`src/rtl/fpu_arb_pkg.sv`:
```
// Shared types and constants for the multiplier request arbiter.
package fpu_arb_pkg;

  localparam int NUM_REQ_DEF = 4;
  localparam int TAG_W_DEF   = $clog2(NUM_REQ_DEF);

  typedef enum logic {
    IDLE   = 1'b0,
    LOCKED = 1'b1
  } arb_state_e;

  // IEEE exception flags, bit-compatible with fpnew_pkg::status_t
  typedef struct packed {
    logic nv;
    logic dz;
    logic of;
    logic uf;
    logic nx;
  } status_t;

  // Round-robin successor of a requester index
  function automatic int wrap_inc(input int idx, input int n);
    return (idx + 1 >= n) ? 0 : idx + 1;
  endfunction

endpackage

```
`src/rtl/fpu_mul_arbiter_rr_select.sv`:
```
// Combinational round-robin pick: first requester at or after ptr_i, wrapping.
module rr_select #(
  parameter int N = 4
) (
  input  logic [N-1:0]         req_i,
  input  logic [$clog2(N)-1:0] ptr_i,
  output logic [N-1:0]         grant_o,
  output logic                 valid_o
);

  // Walk N positions starting at the pointer; first hit wins
  always_comb begin
    int idx;
    grant_o = '0;
    valid_o = 1'b0;
    idx     = 0;
    for (int k = 0; k < N; k++) begin
      idx = int'(ptr_i) + k;
      if (idx >= N) idx = idx - N;
      for (int j = 0; j < N; j++) begin
        if (j == idx && !valid_o && req_i[j]) begin
          grant_o[j] = 1'b1;
          valid_o    = 1'b1;
        end
      end
    end
  end

endmodule

```
`src/rtl/fpu_mul_arbiter.sv`:
```
// Shares one fpnew_top multiplier among NUM_REQ requesters with round-robin
// issue, an outstanding-operation credit counter and tag-routed responses.
module fpu_mul_arbiter
  import fpu_arb_pkg::*;
#(
  parameter int NUM_REQ = NUM_REQ_DEF,
  parameter int WIDTH   = 32,
  parameter int MAX_OUT = 4
) (
  input  logic                                 clk_i,
  input  logic                                 rst_ni,
  input  logic [NUM_REQ-1:0]                   req_valid_i,
  output logic [NUM_REQ-1:0]                   req_ready_o,
  input  logic [NUM_REQ-1:0][1:0][WIDTH-1:0]   req_operands_i,
  output logic [NUM_REQ-1:0]                   rsp_valid_o,
  input  logic [NUM_REQ-1:0]                   rsp_ready_i,
  output logic [WIDTH-1:0]                     rsp_result_o,
  output logic [4:0]                           rsp_status_o,
  output logic                                 fpu_in_valid_o,
  input  logic                                 fpu_in_ready_i,
  output logic [1:0][WIDTH-1:0]                fpu_operands_o,
  output logic [$clog2(NUM_REQ)-1:0]           fpu_tag_o,
  input  logic                                 fpu_out_valid_i,
  input  logic [WIDTH-1:0]                     fpu_result_i,
  input  logic [4:0]                           fpu_status_i,
  input  logic [$clog2(NUM_REQ)-1:0]           fpu_tag_i,
  output logic                                 fpu_out_ready_o,
  output logic                                 busy_o
);

  localparam int TAG_W = $clog2(NUM_REQ);
  localparam int CNT_W = 4;

  arb_state_e       state_q;
  logic [TAG_W-1:0] rr_ptr_q;
  logic [TAG_W-1:0] grant_q;
  logic [CNT_W-1:0] cnt_q;

  logic [NUM_REQ-1:0] sel_oh;
  logic               sel_any;
  logic [TAG_W-1:0]   sel_idx;
  logic [TAG_W-1:0]   cur_idx;
  logic               cur_valid;
  logic               credit;
  logic               issue_hs;
  logic               rsp_hs;

  rr_select #(.N(NUM_REQ)) u_rr_select (
    .req_i   (req_valid_i),
    .ptr_i   (rr_ptr_q),
    .grant_o (sel_oh),
    .valid_o (sel_any)
  );

  // One-hot pick to binary index
  always_comb begin
    sel_idx = '0;
    for (int i = 0; i < NUM_REQ; i++)
      if (sel_oh[i]) sel_idx = TAG_W'(i);
  end

  // Response routing by returned tag; gated off while reset is held
  always_comb begin
    rsp_valid_o     = '0;
    fpu_out_ready_o = 1'b0;
    for (int i = 0; i < NUM_REQ; i++) begin
      if (fpu_tag_i == TAG_W'(i)) begin
        rsp_valid_o[i]  = fpu_out_valid_i & rst_ni;
        fpu_out_ready_o = rsp_ready_i[i] & rst_ni;
      end
    end
  end

  assign rsp_result_o = rst_ni ? fpu_result_i : '0;
  assign rsp_status_o = rst_ni ? fpu_status_i : '0;
  assign rsp_hs       = fpu_out_valid_i & fpu_out_ready_o;

  // A response retiring this cycle frees its credit for a same-cycle issue
  assign credit = (cnt_q < CNT_W'(MAX_OUT)) | rsp_hs;

  // Current grant: the held one when locked, else a fresh round-robin pick
  always_comb begin
    cur_idx   = sel_idx;
    cur_valid = sel_any & credit;
    if (state_q == LOCKED) begin
      cur_idx   = grant_q;
      cur_valid = 1'b1;
    end
    cur_valid = cur_valid & rst_ni;
  end

  assign issue_hs       = cur_valid & fpu_in_ready_i;
  assign fpu_in_valid_o = cur_valid;
  assign fpu_tag_o      = cur_valid ? cur_idx : '0;
  assign fpu_operands_o = cur_valid ? req_operands_i[cur_idx] : '0;

  // Accept pulse back to the requester that completed the issue handshake
  always_comb begin
    req_ready_o = '0;
    for (int i = 0; i < NUM_REQ; i++)
      if (issue_hs && cur_idx == TAG_W'(i)) req_ready_o[i] = 1'b1;
  end

  assign busy_o = (cnt_q != '0) | (state_q == LOCKED);

  // Grant FSM: hold a presented grant until the multiplier accepts it
  always_ff @(posedge clk_i or negedge rst_ni) begin
    if (!rst_ni) begin
      state_q  <= IDLE;
      rr_ptr_q <= '0;
      grant_q  <= '0;
    end else begin
      case (state_q)
        IDLE: begin
          if (cur_valid && !fpu_in_ready_i) begin
            state_q <= LOCKED;
            grant_q <= cur_idx;
          end
        end
        LOCKED: begin
          if (fpu_in_ready_i) state_q <= IDLE;
        end
        default: state_q <= IDLE;
      endcase
      if (issue_hs) rr_ptr_q <= TAG_W'(wrap_inc(int'(cur_idx), NUM_REQ));
    end
  end

  // Outstanding-operation counter; a stray response at zero is absorbed
  always_ff @(posedge clk_i or negedge rst_ni) begin
    if (!rst_ni) begin
      cnt_q <= '0;
    end else begin
      case ({issue_hs, rsp_hs})
        2'b10:   cnt_q <= cnt_q + 1'b1;
        2'b01:   cnt_q <= (cnt_q == '0) ? '0 : cnt_q - 1'b1;
        default: cnt_q <= cnt_q;
      endcase
    end
  end

endmodule

```
`config.mk`:
```
export PLATFORM = sky130hd
export DESIGN_NAME = fpu_mul_arbiter
export DESIGN_NICKNAME = d
export VERILOG_FILES = /design/src/rtl/fpu_arb_pkg.sv /design/src/rtl/fpu_mul_arbiter_rr_select.sv /design/src/rtl/fpu_mul_arbiter.sv
export SDC_FILE = /design/constraint.sdc
export NUM_CORES = 1
export LEC_CHECK = 0
export ABC_CLOCK_PERIOD_IN_PS = 3500
export BUFFER_PORTS_ARGS = -buffer_cell sky130_fd_sc_hd__buf_4
export CORE_AREA = 2 2 162 164
export CTS_BUF_LIST = sky130_fd_sc_hd__clkbuf_4 sky130_fd_sc_hd__clkbuf_8 sky130_fd_sc_hd__clkbuf_16
export DETAILED_ROUTE_END_ITERATION = 8
export DIE_AREA = 0 0 164 166
export HOLD_SLACK_MARGIN = 0.05
export SLEW_MARGIN = 20
export SYNTH_ARGS = -nofsm -noshare
export SYNTH_HDL_FRONTEND = slang
export SYNTH_SLANG_ARGS = --single-unit
```
`constraint.sdc`:
```
create_clock -name clk_i -period 3.5 [get_ports clk_i]
set_input_delay 0.35 -clock clk_i [delete_from_list [all_inputs] [get_ports clk_i]]
set_output_delay 0.35 -clock clk_i [all_outputs]
set_load 0.05 [all_outputs]
```
* Yosys cells after proc, flatten, opt, wreduce, memory -nomap -nowiden
Index checks and enable logic that the tools add are counted.
** Operators by class
- Add/subtract/negate cells :: 10
- Magnitude comparators :: 7
- Eq/ne operators :: 20
- Muxes and demuxes :: 61
- Bitwise operators :: 12
- Reduce and logical (&&, ||, !) cells :: 62
** Operator list (count)
- 3-bit by 32-bit == test with 1-bit output, first input constant :: 8
- 32-bit two-way mux :: 5
- 64-bit binary-select mux with 2-bit select :: 1
- 2-bit by 32-bit == test with 1-bit output, first input constant :: 4
- 32-bit logical NOT :: 4
- 64-bit two-way mux :: 2
- 32-bit by 4-bit >= comparator with 1-bit output, second input constant :: 3
- 32-bit by 4-bit subtractor with 32-bit output, second input constant :: 3
- 1-bit two-way mux :: 44
- 1-bit logical AND :: 36
- 1-bit logical NOT :: 16
- 2-bit == test, second input constant :: 5
- 2-bit two-way mux :: 5
- 1-bit bitwise AND :: 9
- 4-bit one-hot mux with 2 select lines :: 1
- 2-bit by 1-bit adder with 3-bit output, second input constant :: 2
- 2-bit by 2-bit adder with 3-bit output, second input constant :: 2
- 2-bit by 1-bit == test with 1-bit output, second input constant :: 3
- 5-bit two-way mux :: 1
- 4-bit by 1-bit adder with 4-bit output, second input constant :: 1
- 2-bit logical NOT :: 2
- 4-bit logical NOT :: 1
- 4-bit by 3-bit < comparator with 1-bit output, second input constant :: 1
- 4-bit two-way mux :: 1
- other kinds (11) :: 12
** Word-level totals
- Flip-flop bits (word level) :: 9
- Bits of input ports :: 307
- Output and inout bits :: 114

* Longest topological paths before layout
- Depth in word-level cells :: 71
- Depth in mapped cells :: 10
- Gate-level depth less buffers :: 9

* Hierarchy
From an unflattened synthesis, not the netlist that was laid out.
** Unflattened totals
- Cells, all modules :: 590
- Area, all modules :: 3609.7 µm²
** By module, submodules not included
- fpu_mul_arbiter :: times used 1, cells each 571, area an instance 3502.1 µm²
- rr_select :: times used 1, cells each 19, area an instance 107.6 µm²

* Worst setup path after synthesis
No wires, ideal clock.
- Path type :: input -> register
- Start point :: in req_valid_i[1]
- End point :: reg cnt_q[3]
- Library setup time :: 0.121 ns
- Data arrival time :: 2.644 ns
- Required time :: 3.379 ns
- Setup slack :: 0.735 ns
- Stages on the path :: 8
- Cell sequence :: or4_4 > a31oi_4 > nand2_4 > nand2_1 > ha_1 > or4b_2 > a21o_1 > a22o_1
** On the way
- Cells in the longest elaborated chain, start to end :: 64
- Elaborated cells between the ends (all ways) :: 66
- Classes of those cells :: 2 x eq/ne; 17 x mux; 3 x bitwise; 44 x reduce/logical
** Ends and longest elaborated chain
- start, declared :: line fpu_mul_arbiter.sv:12 : input logic [NUM_REQ-1:0] req_valid_i,
- 1-bit logical AND :: line fpu_mul_arbiter_rr_select.sv:21 : if (j == idx && !valid_o && req_i[j]) begin
- 1-bit two-way mux :: line fpu_mul_arbiter_rr_select.sv:21
- 1-bit logical NOT :: line fpu_mul_arbiter_rr_select.sv:21
- 1-bit logical AND (2 in a row) :: line fpu_mul_arbiter_rr_select.sv:21
- 1-bit two-way mux :: line fpu_mul_arbiter_rr_select.sv:21
- 1-bit logical NOT :: line fpu_mul_arbiter_rr_select.sv:21
- 1-bit logical AND (2 in a row) :: line fpu_mul_arbiter_rr_select.sv:21
- 1-bit two-way mux :: line fpu_mul_arbiter_rr_select.sv:21
- [... 47 more ...]
- 1-bit two-way mux (*) :: line fpu_mul_arbiter_rr_select.sv:21
- 1-bit bitwise AND (*) :: line fpu_mul_arbiter.sv:84 : cur_valid = sel_any & credit;
- 1-bit two-way mux (*) :: line fpu_mul_arbiter.sv:85 : if (state_q == LOCKED) begin
- 1-bit bitwise AND (*) :: line fpu_mul_arbiter.sv:89 : cur_valid = cur_valid & rst_ni;
- named net fpu_in_valid_o :: line fpu_mul_arbiter.sv:19 : output logic fpu_in_valid_o,
- 1-bit bitwise AND (*) :: line fpu_mul_arbiter.sv:92 : assign issue_hs = cur_valid & fpu_in_ready_i;
- 2-bit by 1-bit == test with 1-bit output or 2-bit == test (tied branches) :: line fpu_mul_arbiter.sv:134 : case ({issue_hs, rsp_hs})
- 4-bit one-hot mux with 2 select lines or 2-bit nonzero test (tied branches)
- end signal, assigned :: line fpu_mul_arbiter.sv:135 : 2'b10: cnt_q <= cnt_q + 1'b1;
- end signal, assigned :: line fpu_mul_arbiter.sv:136 : 2'b01: cnt_q <= (cnt_q == '0) ? '0 : cnt_q - 1'b1;
- end signal, assigned :: line fpu_mul_arbiter.sv:137 : default: cnt_q <= cnt_q;
- end, declared :: line fpu_mul_arbiter.sv:37 : logic [CNT_W-1:0] cnt_q;
Mark *: on every way through the listed nets, which the timed path passes. The rest lies on a longest branch.
A chain may end at the register's enable or synchronous reset.

==> flow_summary.toml <==
[setup_path]
arrival_ps = 2730
setup.worst_path.class = "reg2out"
crit_required_ps = 3150
cp-start-kind = "flop"
cp_slowest_stage_delay_ps = 460
critPathMaxFanout = 57
worstPathCellList = "mux2i_1 -> o2bb2ai_2 -> o31ai_4 -> inv_6 -> buf_4 -> mux2i_1 -> o22ai_1 -> buf_4"
crit_path_end_kind = "output pin"
critPathSlowestCell = "inv_6"

[final_layout]
utilization = 0.257
drive_above_1_share = 0.597
fin_cells = 1090
area_growth_pct = 124
nets = 1070
filler_cell_count = 2814
n_antenna_cell = 0

[global_route]
antenna_found_initial = 0
grt_pass1_wl_um = 24400
grt_pass1_vias = 4182
overflow = 0
grt_usage = 0.114
grt_max_degree = 58

[floorplan]
dieArea_mm2 = 0.0272
die_y_um = 166
initial_core_util = 0.115
core.rowCount = 59
ioPinCount = 421
die_x_um = 164
core_mm2 = 0.0256

[synthesis]
syn_avg_cell_area_um2 = 8.39
synth_cells = 350
synth-seq-cells = 9
syn_nets = 664
synth_edf_count = 0
ys.flop_type = "dfrtp_1"
ys_seq_area_frac = 0.0767
syn-cell-area_mm2 = 0.00294
async_reset_ff_frac = 1.00
ys_types = 44
yosysWarnings = 0

[placed_design]
post-dp-hpwl_um = 14700
dp.cells = 1085
numPortBuffers = 420
gp_congestion = 0.877

[timing]
period_needed_ps = 3080
finalSetupViolations = 0
fmax_mhz = 325
rsz0062_at_grt = "false"
relSlewSlack = 0.502
finalHoldViolations = 0
worst_pin_slew_ps = 747
finalSetupTns_ps = 0
fin_crit_sh = 0.880
clock_skew_ps = 4.30
drv_slew = 0

[power_and_ir_drop]
cellPowerDensity_mw_per_mm2 = 702
leakage_nw = 3.61
fin_total_pwr_mw = 4.62
peakVddDrop_mv = 0.407

[job]
maxCapViolCount = 0

[cts]
cts_max_level = 1
tritoncts = "yes"
cts_buffer_depth = 2
cts_made_buffers = 3
clock_sinks = 9
clockRootBuffer = "clkbuf_16"
cts_setup_buffers = 0
path_clk_slew_ps = 40
clock_latency_ps = 240

[route]
first_iter_violations = 139
vias = 4388
vias_per_cell = 4.03
wl_per_cell_um = 15.9
dr.pass1.iters = 4
drc = 0
drt_wl_total_um = 17400
drtAntennaViolNets = 0

[hold_path]
hp-class = "in2reg"

[run_status]
status = "finished clean"
-- layout by cell type (no fill, tap or decap), types with 3 or more instances in the layout --
master and n:
buf_4 427, mux2i_1 129, o22ai_1 64, and2_1 39, dfrtp_1 9, nor2_1 8
ha_1 7, nand2_1 6, buf_12 6, and3_1 5, a21oi_1 5, o21ai_0 4
inv_1 3, nor3b_1 3, clkbuf_16 3
-- path summary, 6_finish.rpt --
kind	start	end	slack [ps]	cells after the start
max	rr_ptr_q[1]	fpu_operands_o[21]	420	8
min	fpu_in_ready_i	state_q	320	2
max reg2reg	state_q	cnt_q[3]	910	8
min reg2reg	grant_q[0]	grant_q[0]	500	2
max in group asynchronous	rst_ni	cnt_q[3]	2450	3
min in group asynchronous	rst_ni	state_q	500	2
-- flip-flops by register name (all words and copies together), names as in the netlist --
name	count
rr_ptr_q	2
state_q	1
grant_q	2
cnt_q	4
-- Yosys cell counts (all sizes together) (2+ instances only) --
cell	instances	share of area
mux2i	129	0.44
o22ai	64	0.14
and2	39	0.083
buf	27	0.062
dfrtp	9	0.077
nand2	9	0.016
nor2	8	0.010
ha	7	0.030
a21oi	6	0.012
clkbuf	6	0.0077
and3	5	0.011
inv	5	0.0064
o21ai	4	0.0068
nor3b	3	0.0077
o31ai	3	0.014
a211oi	2	0.0051
a21o	2	0.0051
a31oi	2	0.0094
mux2	2	0.0077
nand2b	2	0.0043
nor2b	2	0.0043
o41ai	2	0.0060
-- what timing repair did --
action                                 CTS  global route
endpoints found under the hold margin    7             0
hold buffers                             1             0
resized for setup                        0             0
-- metrics by stage --
step           hold slack (ps)  cell area, um^2  worst slack, ps
3_5_place_dp               204             6480              555
3_3_place_gp               197             6480              602
2_1_floorplan             54.4             2940              735
4_1_cts                    315             6580              387
6_report                   317             6580              420
5_1_grt                    334             6580              258
-- worst max-delay path: cells and delay by family (launching register included) --
| family | cells | cell delay [ps] |
|---|---|---|
| buf+inv | 3 | 1090 |
| compound gates | 3 | 390 |
| flops | 1 | 420 |
| mux | 2 | 470 |
-- per-layer routing --
metal | vias to the layer above | GRT usage | routed length, um
li1 | 2158 | - | -
met1 | 2023 | 0.145 | 7330
met2 | 194 | 0.204 | 8640
met3 | 13 | 0.0172 | 1240
met4 | 0 | 0.0153 | 166
met5 | - | 0 | 0
-- final cells by class --
class                           instances  area (um^2)  area share
Timing Repair Buffer                  434         3340       0.507
Sequential cell                         9          225      0.0343
Inverter                                5         23.8     0.00362
Tap cell                              335          419      0.0637
Multi-Input combinational cell        303         2490       0.378
Clock buffer                            4         82.6      0.0126
-- report_power, final --
| part | switching (mW) | total, mW | internal (mW) |
|---|---|---|---|
| sequential | 0.0554 | 0.209 | 0.153 |
| combinational | 2.64 | 4.20 | 1.55 |
| clock | 0.0530 | 0.213 | 0.160 |
-- cells by family after synthesis --
family / Yosys count / synth area share
compound gates: 88 / 0.205
fa+ha+maj: 7 / 0.0298
buf+inv: 38 / 0.0758
flops: 9 / 0.0767
mux: 132 / 0.455
simple gates: 76 / 0.157
Power figures use the tool's default switching activity.
